### src/rtl/gnrl_rr_burst_arb.sv
// Round-robin burst arbiter: one downstream valid/ready port shared by N requesters.
// A grant is held from arbitration through the beat flagged last, then priority rotates.
module gnrl_rr_burst_arb #(
  parameter int N  = 4,
  parameter int DW = 32,
  localparam int IW = (N > 1) ? $clog2(N) : 1
) (
  input  logic              clk,
  input  logic              rst,
  input  logic [N-1:0]      req_valid,
  input  logic [N-1:0]      req_last,
  input  logic [N*DW-1:0]   req_data,
  output logic [N-1:0]      req_ready,
  output logic              out_valid,
  input  logic              out_ready,
  output logic [DW-1:0]     out_data,
  output logic              out_last,
  output logic [IW-1:0]     out_id,
  output logic              busy
);

  typedef enum logic {IDLE, BUSY} state_t;

  state_t          state;
  logic [IW-1:0]   ptr;
  logic [IW-1:0]   gnt_id;
  logic [IW-1:0]   winner;
  logic [IW-1:0]   scan_idx;
  logic [IW-1:0]   ptr_next;
  logic            found;
  logic            active;
  logic            burst_done;

  // Scan requesters starting at ptr, wrapping past N-1 back to 0.
  always_comb begin
    winner   = '0;
    scan_idx = '0;
    found    = 1'b0;
    for (int k = 0; k < N; k++) begin
      scan_idx = IW'((int'(ptr) + k) % N);
      if (!found && req_valid[scan_idx]) begin
        found  = 1'b1;
        winner = scan_idx;
      end
    end
  end

  // Reset masks the datapath so no handshake can occur in a reset cycle.
  assign active = (state == BUSY) && !rst;

  always_comb begin
    req_ready = '0;
    out_valid = 1'b0;
    out_data  = '0;
    out_last  = 1'b0;
    out_id    = '0;
    busy      = 1'b0;
    if (active) begin
      out_valid         = req_valid[gnt_id];
      out_data          = req_data[int'(gnt_id)*DW +: DW];
      out_last          = req_last[gnt_id];
      out_id            = gnt_id;
      busy              = 1'b1;
      req_ready[gnt_id] = out_ready;
    end
  end

  assign burst_done = out_valid && out_ready && out_last;
  assign ptr_next   = (int'(gnt_id) == N - 1) ? '0 : gnt_id + 1'b1;

  always_ff @(posedge clk) begin
    if (rst) begin
      state  <= IDLE;
      ptr    <= '0;
      gnt_id <= '0;
    end else begin
      case (state)
        IDLE: begin
          if (found) begin
            gnt_id <= winner;
            state  <= BUSY;
          end
        end
        BUSY: begin
          if (burst_done) begin
            ptr   <= ptr_next;
            state <= IDLE;
          end
        end
        default: state <= IDLE;
      endcase
    end
  end

endmodule
### config.mk
export PLATFORM = sky130hd
export DESIGN_NAME = gnrl_rr_burst_arb
export DESIGN_NICKNAME = d
export VERILOG_FILES = /design/src/rtl/gnrl_rr_burst_arb.sv
export SDC_FILE = /design/constraint.sdc
export NUM_CORES = 1
export LEC_CHECK = 0
export ABC_CLOCK_PERIOD_IN_PS = 3100
export BUFFER_PORTS_ARGS = -buffer_cell sky130_fd_sc_hd__buf_4
export CORE_MARGIN = 5
export CORE_UTILIZATION = 35
export CTS_CLUSTER_SIZE = 16
export DETAILED_ROUTE_END_ITERATION = 16
export GPL_TIMING_DRIVEN = 0
export HOLD_SLACK_MARGIN = 0.08
export PLACE_DENSITY = 0.87
export SETUP_SLACK_MARGIN = 0.3
export SYNTH_ARGS = -nofsm -noshare
export SYNTH_HDL_FRONTEND = slang
export SYNTH_SLANG_ARGS = --single-unit
### constraint.sdc
create_clock -name clk -period 3.1 [get_ports clk]
set_clock_uncertainty 0.2 [all_clocks]
set_input_delay 0.62 -clock clk [delete_from_list [all_inputs] [get_ports clk]]
set_output_delay 0.62 -clock clk [all_outputs]
set_load 0.03 [all_outputs]
==> results of run 1 <==
## power breakdown
part | internal (mW) | switching, mW
clock | 0.0883 | 0.0329
combinational | 0.242 | 0.157
sequential | 0.0680 | 0.00314
## placed cells by master, fill, tap and decap left out
master	n
o21ai_0	3
or3_1	1
ha_1	4
mux4_2	32
inv_1	4
nor2_1	7
a21o_1	1
nand2b_1	1
clkbuf_1	3
and2_1	34
dfxtp_1	5
buf_6	4
nand3_1	1
o221ai_1	1
a21oi_1	5
nand2_1	2
clkbuf_2	4
o2111ai_1	1
buf_4	179
and3_1	4
a21boi_0	1
nor2b_1	3
buf_2	2
mux2i_1	1
nor4_1	1
clkbuf_8	3
mux4_1	2
nand4_2	1
## layout make-up
class	instances	share of cell area
Inverter	4	0.00521
Tap cell	50	0.0217
Clock buffer	4	0.0156
Sequential cell	5	0.0347
Buffer	12	0.0287
Multi-Input combinational cell	106	0.428
Timing Repair Buffer	179	0.466
## metrics by stage
| step | cells | hold WS, ns | power (mW) |
|---|---|---|---|
| 2_1_floorplan | 127 | 0.267 | 0.268 |
| 3_3_place_gp | 356 | 0.290 | 0.459 |
| 3_5_place_dp | 356 | 0.292 | 0.469 |
| 4_1_cts | 360 | 0.297 | 0.595 |
| 5_1_grt | 360 | 0.314 | 0.631 |
| 6_report | 360 | 0.298 | 0.591 |
## worst max-delay path by stage
stage	start	slack, ns	end
after detailed placement	rst	0.20	out_data[18]
after global placement	rst	0.19	out_data[16]
after floorplan	rst	0.61	out_data[22]
final	gnt_id[0]	0.45	out_data[18]
after CTS	rst	0.31	out_data[18]
after global routing	gnt_id[0]	0.33	out_data[13]
## tightest hold or removal path, delay by kind of cell (launching register included)
kind | cells | cell delay, ns
flip-flops | 1 | 0.33
AO/OA/AOI/OAI | 1 | 0.05
AND/OR/NAND/NOR | 1 | 0.06
## logic make-up after synthesis
logic type | count (synthesis)
AO/OA/AOI/OAI | 12
adder cells (fa/ha/maj) | 4
buffers and inverters | 16
flip-flops | 5
multiplexers | 35
AND/OR/NAND/NOR | 55
## registers in the layout, indices dropped and copies added, names as in the netlist
| register | flops |
|---|---|
| ptr | 2 |
| gnt_id | 2 |
| state | 1 |
## per-layer routing
metal / GRT usage / vias up / part of all wire
li1: - / 870 / -
met1: 0.279 / 886 / 0.36
met2: 0.449 / 95 / 0.54
met3: 0.0492 / 16 / 0.080
met4: 0.0744 / 0 / 0.026
met5: 0 / - / 0
## repair_timing
action / in CTS / in global routing
hold buffers: 0 / 0
endpoints found under the hold margin: 0 / 0
resized for setup: 7 / 5
setup endpoints to repair: 29 / 20
==> flow_results.xml, run 1 <==
<?xml version="1.0" encoding="UTF-8"?>
<metrics>
  <group name="detailed_routing">
    <metric name="detail_route.vias_per_cell" unit="">5.19</metric>
    <metric name="remaining_drc_errors" unit="">0</metric>
    <metric name="final_routed_wire_length_divided_by_cell_count" unit="um">19.3</metric>
    <metric name="initialDrtViolationCount" unit="">55</metric>
    <metric name="first_pass_iters" unit="">4</metric>
    <metric name="route.vias.total" unit="">1867</metric>
    <metric name="wirelength" unit="um">6960</metric>
    <metric name="detail-route-antenna-nets" unit="">0</metric>
  </group>
  <group name="sta">
    <metric name="worst-slew-pin-transition" unit="ns">0.395</metric>
    <metric name="layout_min_cycle_time" unit="ns">2.65</metric>
    <metric name="slew_headroom" unit="">0.734</metric>
    <metric name="fin_setup_tns" unit="ns">0</metric>
    <metric name="rsz_0062_raised_after_global_routing" unit="">false</metric>
    <metric name="hold_viol" unit="">0</metric>
    <metric name="timing_max_transition_violations_final" unit="">0</metric>
    <metric name="timing.final.crit_share" unit="">0.856</metric>
    <metric name="final_critical_path_setup_slack" unit="ns">0.445</metric>
    <metric name="timing.final.setup_violations" unit="">0</metric>
    <metric name="max_freq" unit="GHz">0.377</metric>
  </group>
  <group name="cells_and_area">
    <metric name="fin_area" unit="mm2">0.00288</metric>
    <metric name="final-seq-area" unit="um2">100</metric>
    <metric name="antennaDiodeCount" unit="">0</metric>
    <metric name="fillerInstances" unit="">318</metric>
    <metric name="finalCoreUtilization" unit="">0.731</metric>
    <metric name="synthToLayoutAreaGrowth" unit="%">105</metric>
    <metric name="share_of_final_layout_standard_cells_stronger_than_drive_strength_1" unit="">0.726</metric>
    <metric name="finalNetCount" unit="">454</metric>
    <metric name="multi_input_area" unit="mm2">0.00123</metric>
  </group>
  <group name="min_path">
    <metric name="hold_depth" unit="">2</metric>
    <metric name="min_from" unit="">ptr[0]</metric>
    <metric name="min_delay_worst_endpoint" unit="">ptr[0]</metric>
    <metric name="hold_class" unit="">reg2reg</metric>
  </group>
  <group name="clock_tree">
    <metric name="post_cts_buffers" unit="">0</metric>
    <metric name="cts.reportedPaths.clkPinSlew" unit="ns">0.04</metric>
    <metric name="h-tree-depth" unit="">1</metric>
    <metric name="clock_sinks" unit="">5</metric>
    <metric name="clock_root_cell" unit="">clkbuf_8</metric>
    <metric name="tritoncts" unit="">built</metric>
    <metric name="worst_skew_pair.late_latency" unit="ns">0.22</metric>
    <metric name="tritoncts.num_buffers" unit="">3</metric>
    <metric name="cts-root-to-sink-buffers" unit="">2</metric>
  </group>
  <group name="logic_synthesis">
    <metric name="synth.most_common_cell" unit="">and2_1</metric>
    <metric name="synth.lib_cells_used.distinct" unit="">26</metric>
    <metric name="muxShareOfSynthArea" unit="">0.557</metric>
    <metric name="synth_ff_type" unit="">dfxtp_1</metric>
    <metric name="synthSimpleGateAreaFrac" unit="">0.232</metric>
    <metric name="avg_synthesized_cell_area" unit="um2">11.1</metric>
    <metric name="netlist_area" unit="mm2">0.00141</metric>
    <metric name="synth_area_leaders" unit="">mux4_2, and2_1, dfxtp_1</metric>
    <metric name="synthXorXnorAreaFrac" unit="">0</metric>
    <metric name="synth-seq-cells" unit="">5</metric>
    <metric name="synth.yosys.seq_area_share" unit="">0.0712</metric>
    <metric name="synthesis.instances" unit="">127</metric>
    <metric name="ys_warn_count" unit="">0</metric>
    <metric name="syn-num-nets" unit="">270</metric>
    <metric name="synth_top_area_frac" unit="">0.513</metric>
    <metric name="synth_adder_area_share" unit="">0.0356</metric>
    <metric name="yosys.area.top_type" unit="">mux4_2</metric>
    <metric name="synth_edf_count" unit="">0</metric>
    <metric name="synth_compound_area_frac" unit="">0.0516</metric>
    <metric name="proportion_of_synthesized_flip_flops_having_asynchronous_set_or_reset" unit="">0</metric>
    <metric name="main_combinational_cell_family_by_area_after_synthesis" unit="">multiplexers</metric>
    <metric name="synth.top_cells.by_count" unit="">and2_1, mux4_2, nor2_1</metric>
  </group>
  <group name="power_and_ir_drop">
    <metric name="total_leakage_power" unit="nW">1.42</metric>
    <metric name="cellPowerDensity" unit="mW/mm2">205</metric>
    <metric name="vdd_drop_max" unit="mV">0.272</metric>
  </group>
  <group name="worst_setup_path">
    <metric name="path_delay_family" unit="">buffers and inverters</metric>
    <metric name="worst-path-stages" unit="">5</metric>
    <metric name="crit-reg2reg-capture" unit="">ptr[1]</metric>
    <metric name="worst-endpoint-required" unit="ns">2.28</metric>
    <metric name="critical-path-max-stage-delay" unit="ns">0.50</metric>
    <metric name="critical_path.slowest_cell" unit="">mux4_2</metric>
    <metric name="worst_setup_path_start_kind" unit="">flip-flop</metric>
    <metric name="critical_path.most_common_cell" unit="">buf_6</metric>
    <metric name="critPathArrivalTime" unit="ns">1.83</metric>
    <metric name="ff2ff_setup_slack" unit="ns">1.26</metric>
    <metric name="worst-setup-path-type" unit="">reg2out</metric>
    <metric name="crit_path_max_fanout" unit="">10</metric>
    <metric name="end_kind" unit="">output port</metric>
    <metric name="timing.reg2reg.worst_path_depth" unit="">5</metric>
    <metric name="path_cells" unit="">buf_6 -&gt; buf_6 -&gt; mux4_2 -&gt; and2_1 -&gt; buf_4</metric>
    <metric name="regToRegStartpoint" unit="">gnt_id[0]</metric>
    <metric name="worst-path-buf-inv" unit="">3</metric>
  </group>
  <group name="placement">
    <metric name="port-buffer-count" unit="">179</metric>
    <metric name="half_perimeter_wire_length_after_detailed_placement" unit="um">6080</metric>
    <metric name="post-place-ws" unit="ns">0.203</metric>
    <metric name="placed_cell_area" unit="mm2">0.00281</metric>
    <metric name="routability_congestion_estimate_from_global_placement" unit="">0.846</metric>
  </group>
  <group name="global_routing">
    <metric name="maximum_number_of_pins_on_one_net_before_global_route_repair" unit="">11</metric>
    <metric name="grt_pass1_vias" unit="">1990</metric>
    <metric name="grt_use_total" unit="">0.243</metric>
    <metric name="antenna_found_initial" unit="">0</metric>
    <metric name="grt_first_pass_wirelength" unit="um">10000</metric>
    <metric name="grt_overflow_total" unit="">0</metric>
  </group>
  <group name="run_status">
    <metric name="run_status" unit="">complete, no violations</metric>
  </group>
  <group name="floorplanning">
    <metric name="height_of_the_die" unit="um">73.4</metric>
    <metric name="core_area" unit="mm2">0.00394</metric>
    <metric name="core.rowCount" unit="">23</metric>
    <metric name="io_pins" unit="">180</metric>
    <metric name="die-area" unit="mm2">0.00538</metric>
    <metric name="chipWidth" unit="um">73.4</metric>
    <metric name="floorplan.initialDensity" unit="">0.356</metric>
  </group>
  <group name="run">
    <metric name="maxCapViolCount" unit="">0</metric>
  </group>
</metrics>
(Power assumes the default switching activity.)
==> run 2, diff against run 1 <==
--- a/config.mk
+++ b/config.mk
@@ -11,7 +11,6 @@
 export CORE_UTILIZATION = 35
 export CTS_CLUSTER_SIZE = 16
 export DETAILED_ROUTE_END_ITERATION = 16
-export GPL_TIMING_DRIVEN = 0
 export HOLD_SLACK_MARGIN = 0.08
 export PLACE_DENSITY = 0.87
 export SETUP_SLACK_MARGIN = 0.3
==> constraint.sdc (replaced) <==
create_clock -name clk -period 3.1 [get_ports clk]
set_clock_uncertainty 0.2 [all_clocks]
set_input_delay 0.62 -clock clk [delete_from_list [all_inputs] [get_ports clk]]
set_output_delay 0.62 -clock clk [all_outputs]
set_load 0.005 [all_outputs]
==> run 2 against run 1 <==
- cell area is 0.48% lower
- sequential cell count stayed put
- clock power hardly changed
- register-to-register slack better by 0.04 ns
- combinational power is 15% lower
- total power is 8.8% lower
- fmax is 0.53% higher
- final cell count is 1.4% lower
- sequential share of layout area is 0.15 points higher
- critical endpoint is now out_data[21]
==> flow_results.xml, run 2 (same netlist as run 1, synthesis figures left out) <==
<?xml version="1.0" encoding="UTF-8"?>
<metrics>
  <group name="cells_and_area">
    <metric name="fillerInstances" unit="">303</metric>
    <metric name="synthToLayoutAreaGrowth" unit="%">104</metric>
    <metric name="antennaDiodeCount" unit="">0</metric>
    <metric name="final-instance-count-excl-fill" unit="">355</metric>
    <metric name="layout_commonest_cell" unit="">buf_4</metric>
    <metric name="finalNetCount" unit="">449</metric>
    <metric name="share_of_final_layout_standard_cells_stronger_than_drive_strength_1" unit="">0.731</metric>
    <metric name="top_regs" unit="">gnt_id (2), ptr (2), state (1)</metric>
    <metric name="most_frequent_cells_in_the_layout" unit="">buf_4, and2_1, mux4_2</metric>
  </group>
  <group name="clock_tree">
    <metric name="worst_skew_pair.late_latency" unit="ns">0.22</metric>
    <metric name="postCtsHoldBufs" unit="">0</metric>
    <metric name="tritoncts.num_buffers" unit="">3</metric>
    <metric name="cts.reportedPaths.clkPinSlew" unit="ns">0.04</metric>
    <metric name="cts-root-to-sink-buffers" unit="">2</metric>
    <metric name="h-tree-depth" unit="">1</metric>
    <metric name="tritoncts" unit="">built</metric>
    <metric name="clock_sinks" unit="">5</metric>
    <metric name="clock_root_cell" unit="">clkbuf_8</metric>
  </group>
  <group name="min_path">
    <metric name="min_from" unit="">ptr[0]</metric>
    <metric name="hold_class" unit="">reg2reg</metric>
    <metric name="min_delay_worst_endpoint" unit="">ptr[0]</metric>
    <metric name="hold_depth" unit="">2</metric>
  </group>
  <group name="floorplanning">
    <metric name="core_area" unit="mm2">0.00394</metric>
    <metric name="floorplan.initialDensity" unit="">0.356</metric>
    <metric name="core.rowCount" unit="">23</metric>
    <metric name="die-area" unit="mm2">0.00538</metric>
    <metric name="chipWidth" unit="um">73.4</metric>
    <metric name="height_of_the_die" unit="um">73.4</metric>
    <metric name="io_pins" unit="">180</metric>
  </group>
  <group name="sta">
    <metric name="hold_viol" unit="">0</metric>
    <metric name="timing.final.setup_violations" unit="">0</metric>
    <metric name="fin_setup_tns" unit="ns">0</metric>
    <metric name="max_freq" unit="GHz">0.379</metric>
    <metric name="timing_max_transition_violations_final" unit="">0</metric>
    <metric name="worst-slew-pin-transition" unit="ns">0.450</metric>
    <metric name="rsz_0062_raised_after_global_routing" unit="">false</metric>
    <metric name="slew_headroom" unit="">0.697</metric>
    <metric name="timing.final.crit_share" unit="">0.852</metric>
    <metric name="layout_min_cycle_time" unit="ns">2.64</metric>
  </group>
  <group name="detailed_routing">
    <metric name="detail-route-antenna-nets" unit="">0</metric>
    <metric name="initialDrtViolationCount" unit="">43</metric>
    <metric name="wirelength" unit="um">6820</metric>
    <metric name="final_routed_wire_length_divided_by_cell_count" unit="um">19.2</metric>
    <metric name="first_pass_iters" unit="">4</metric>
    <metric name="detail_route.vias_per_cell" unit="">5.17</metric>
    <metric name="route.vias.total" unit="">1835</metric>
    <metric name="remaining_drc_errors" unit="">0</metric>
  </group>
  <group name="placement">
    <metric name="number_of_placed_cells_counting_well_taps" unit="">351</metric>
    <metric name="routability_congestion_estimate_from_global_placement" unit="">0.911</metric>
    <metric name="port-buffer-count" unit="">179</metric>
    <metric name="half_perimeter_wire_length_after_detailed_placement" unit="um">6020</metric>
  </group>
  <group name="run">
    <metric name="maxCapViolCount" unit="">0</metric>
  </group>
  <group name="worst_setup_path">
    <metric name="ff2ff_setup_slack" unit="ns">1.30</metric>
    <metric name="path_cells" unit="">buf_4 -&gt; mux4_2 -&gt; and2_1 -&gt; buf_4</metric>
    <metric name="critical-path-max-stage-delay" unit="ns">0.53</metric>
    <metric name="crit-reg2reg-capture" unit="">ptr[0]</metric>
    <metric name="regToRegStartpoint" unit="">gnt_id[1]</metric>
    <metric name="worst-setup-path-type" unit="">reg2out</metric>
    <metric name="critPathArrivalTime" unit="ns">1.82</metric>
    <metric name="critical_path.most_common_cell" unit="">buf_4</metric>
    <metric name="critical_path.slowest_cell" unit="">mux4_2</metric>
    <metric name="crit_path_max_fanout" unit="">13</metric>
    <metric name="end_kind" unit="">output port</metric>
    <metric name="timing.reg2reg.worst_path_depth" unit="">5</metric>
    <metric name="worst_setup_path_start_kind" unit="">flip-flop</metric>
    <metric name="worst-endpoint-required" unit="ns">2.28</metric>
  </group>
  <group name="global_routing">
    <metric name="grt_use_total" unit="">0.239</metric>
    <metric name="antenna_found_initial" unit="">0</metric>
    <metric name="maximum_number_of_pins_on_one_net_before_global_route_repair" unit="">27</metric>
    <metric name="grt_pass1_vias" unit="">1960</metric>
    <metric name="grt_first_pass_wirelength" unit="um">9850</metric>
    <metric name="grt_overflow_total" unit="">0</metric>
  </group>
  <group name="run_status">
    <metric name="run_status" unit="">complete, no violations</metric>
  </group>
  <group name="power_and_ir_drop">
    <metric name="p_seq_frac" unit="">0.140</metric>
    <metric name="swShare" unit="">0.266</metric>
    <metric name="power.clock.fraction" unit="">0.229</metric>
    <metric name="part_of_the_total_power_dissipated_in_combinational_logic" unit="">0.631</metric>
    <metric name="power.total" unit="mW">0.539</metric>
    <metric name="cell_internal_pwr" unit="mW">0.396</metric>
    <metric name="switching_power" unit="mW">0.143</metric>
    <metric name="total_leakage_power" unit="nW">1.40</metric>
    <metric name="vdd_drop_max" unit="mV">0.217</metric>
    <metric name="cellPowerDensity" unit="mW/mm2">188</metric>
  </group>
</metrics>
[run 2: final cells by class]
class | instances | area (um2) | share of cell area
flip-flops and latches | 5 | 104 | 0.0362
well taps | 50 | 62.6 | 0.0218
repair buffers | 186 | 1410 | 0.491
inverters | 4 | 15.0 | 0.00524
clock buffers | 4 | 45.0 | 0.0157
multi-input cells | 106 | 1230 | 0.430
[run 2: layer usage]
layer,track usage,wire length (um),up-vias,share of wire
met3,0.0547,612,20,0.090
met5,0,0,-,0
met2,0.445,3750,102,0.55
met1,0.258,2220,858,0.32
met4,0.0926,239,0,0.035
li1,-,-,855,-
[run 2: worst max path at each step]
stage               startpoint           end  slack, ns  cells after the start
global route         gnt_id[0]   out_data[2]       0.34                      4
floorplan            gnt_id[0]  out_data[10]       0.79                      4
detailed placement   gnt_id[0]  out_data[21]       0.54                      4
global placement     gnt_id[0]  out_data[19]       0.57                      4
finish               gnt_id[0]  out_data[21]       0.46                      4
CTS                  gnt_id[0]  out_data[21]       0.43                      4
[run 2: repair_timing]
action	CTS	global route
buffers inserted	0	0
resized for setup	1	0
setup endpoints to repair	2	0
[run 2: worst max-delay path, delay by kind of cell (launching register included)]
| family | cells | cell delay (ns) |
|---|---|---|
| buffers and inverters | 2 | 0.42 |
| muxes | 1 | 0.53 |
| DFF | 1 | 0.47 |
| and+or+nand+nor | 1 | 0.17 |
[run 2: power groups by stage]
stage	Sequential, mW	Combinational [mW]	Clock (mW)
6_report	0.0756	0.340	0.124
5_1_grt	0.0771	0.367	0.134
4_1_cts	0.0760	0.343	0.129
3_5_place_dp	0.0773	0.343	0
3_3_place_gp	0.0771	0.333	0
2_1_floorplan	0.0715	0.147	0
[run 2: stage by stage]
stage | instance area, um2 | utilization | setup slack (ns) | hold WS, ns
after floorplan | 1410 | - | 0.790 | 0.267
after global placement | 2820 | 0.715 | 0.566 | 0.289
after detailed placement | 2820 | 0.715 | 0.544 | 0.296
after CTS | 2870 | 0.727 | 0.428 | 0.301
after global routing | 2870 | 0.727 | 0.335 | 0.353
final | 2870 | 0.727 | 0.459 | 0.300
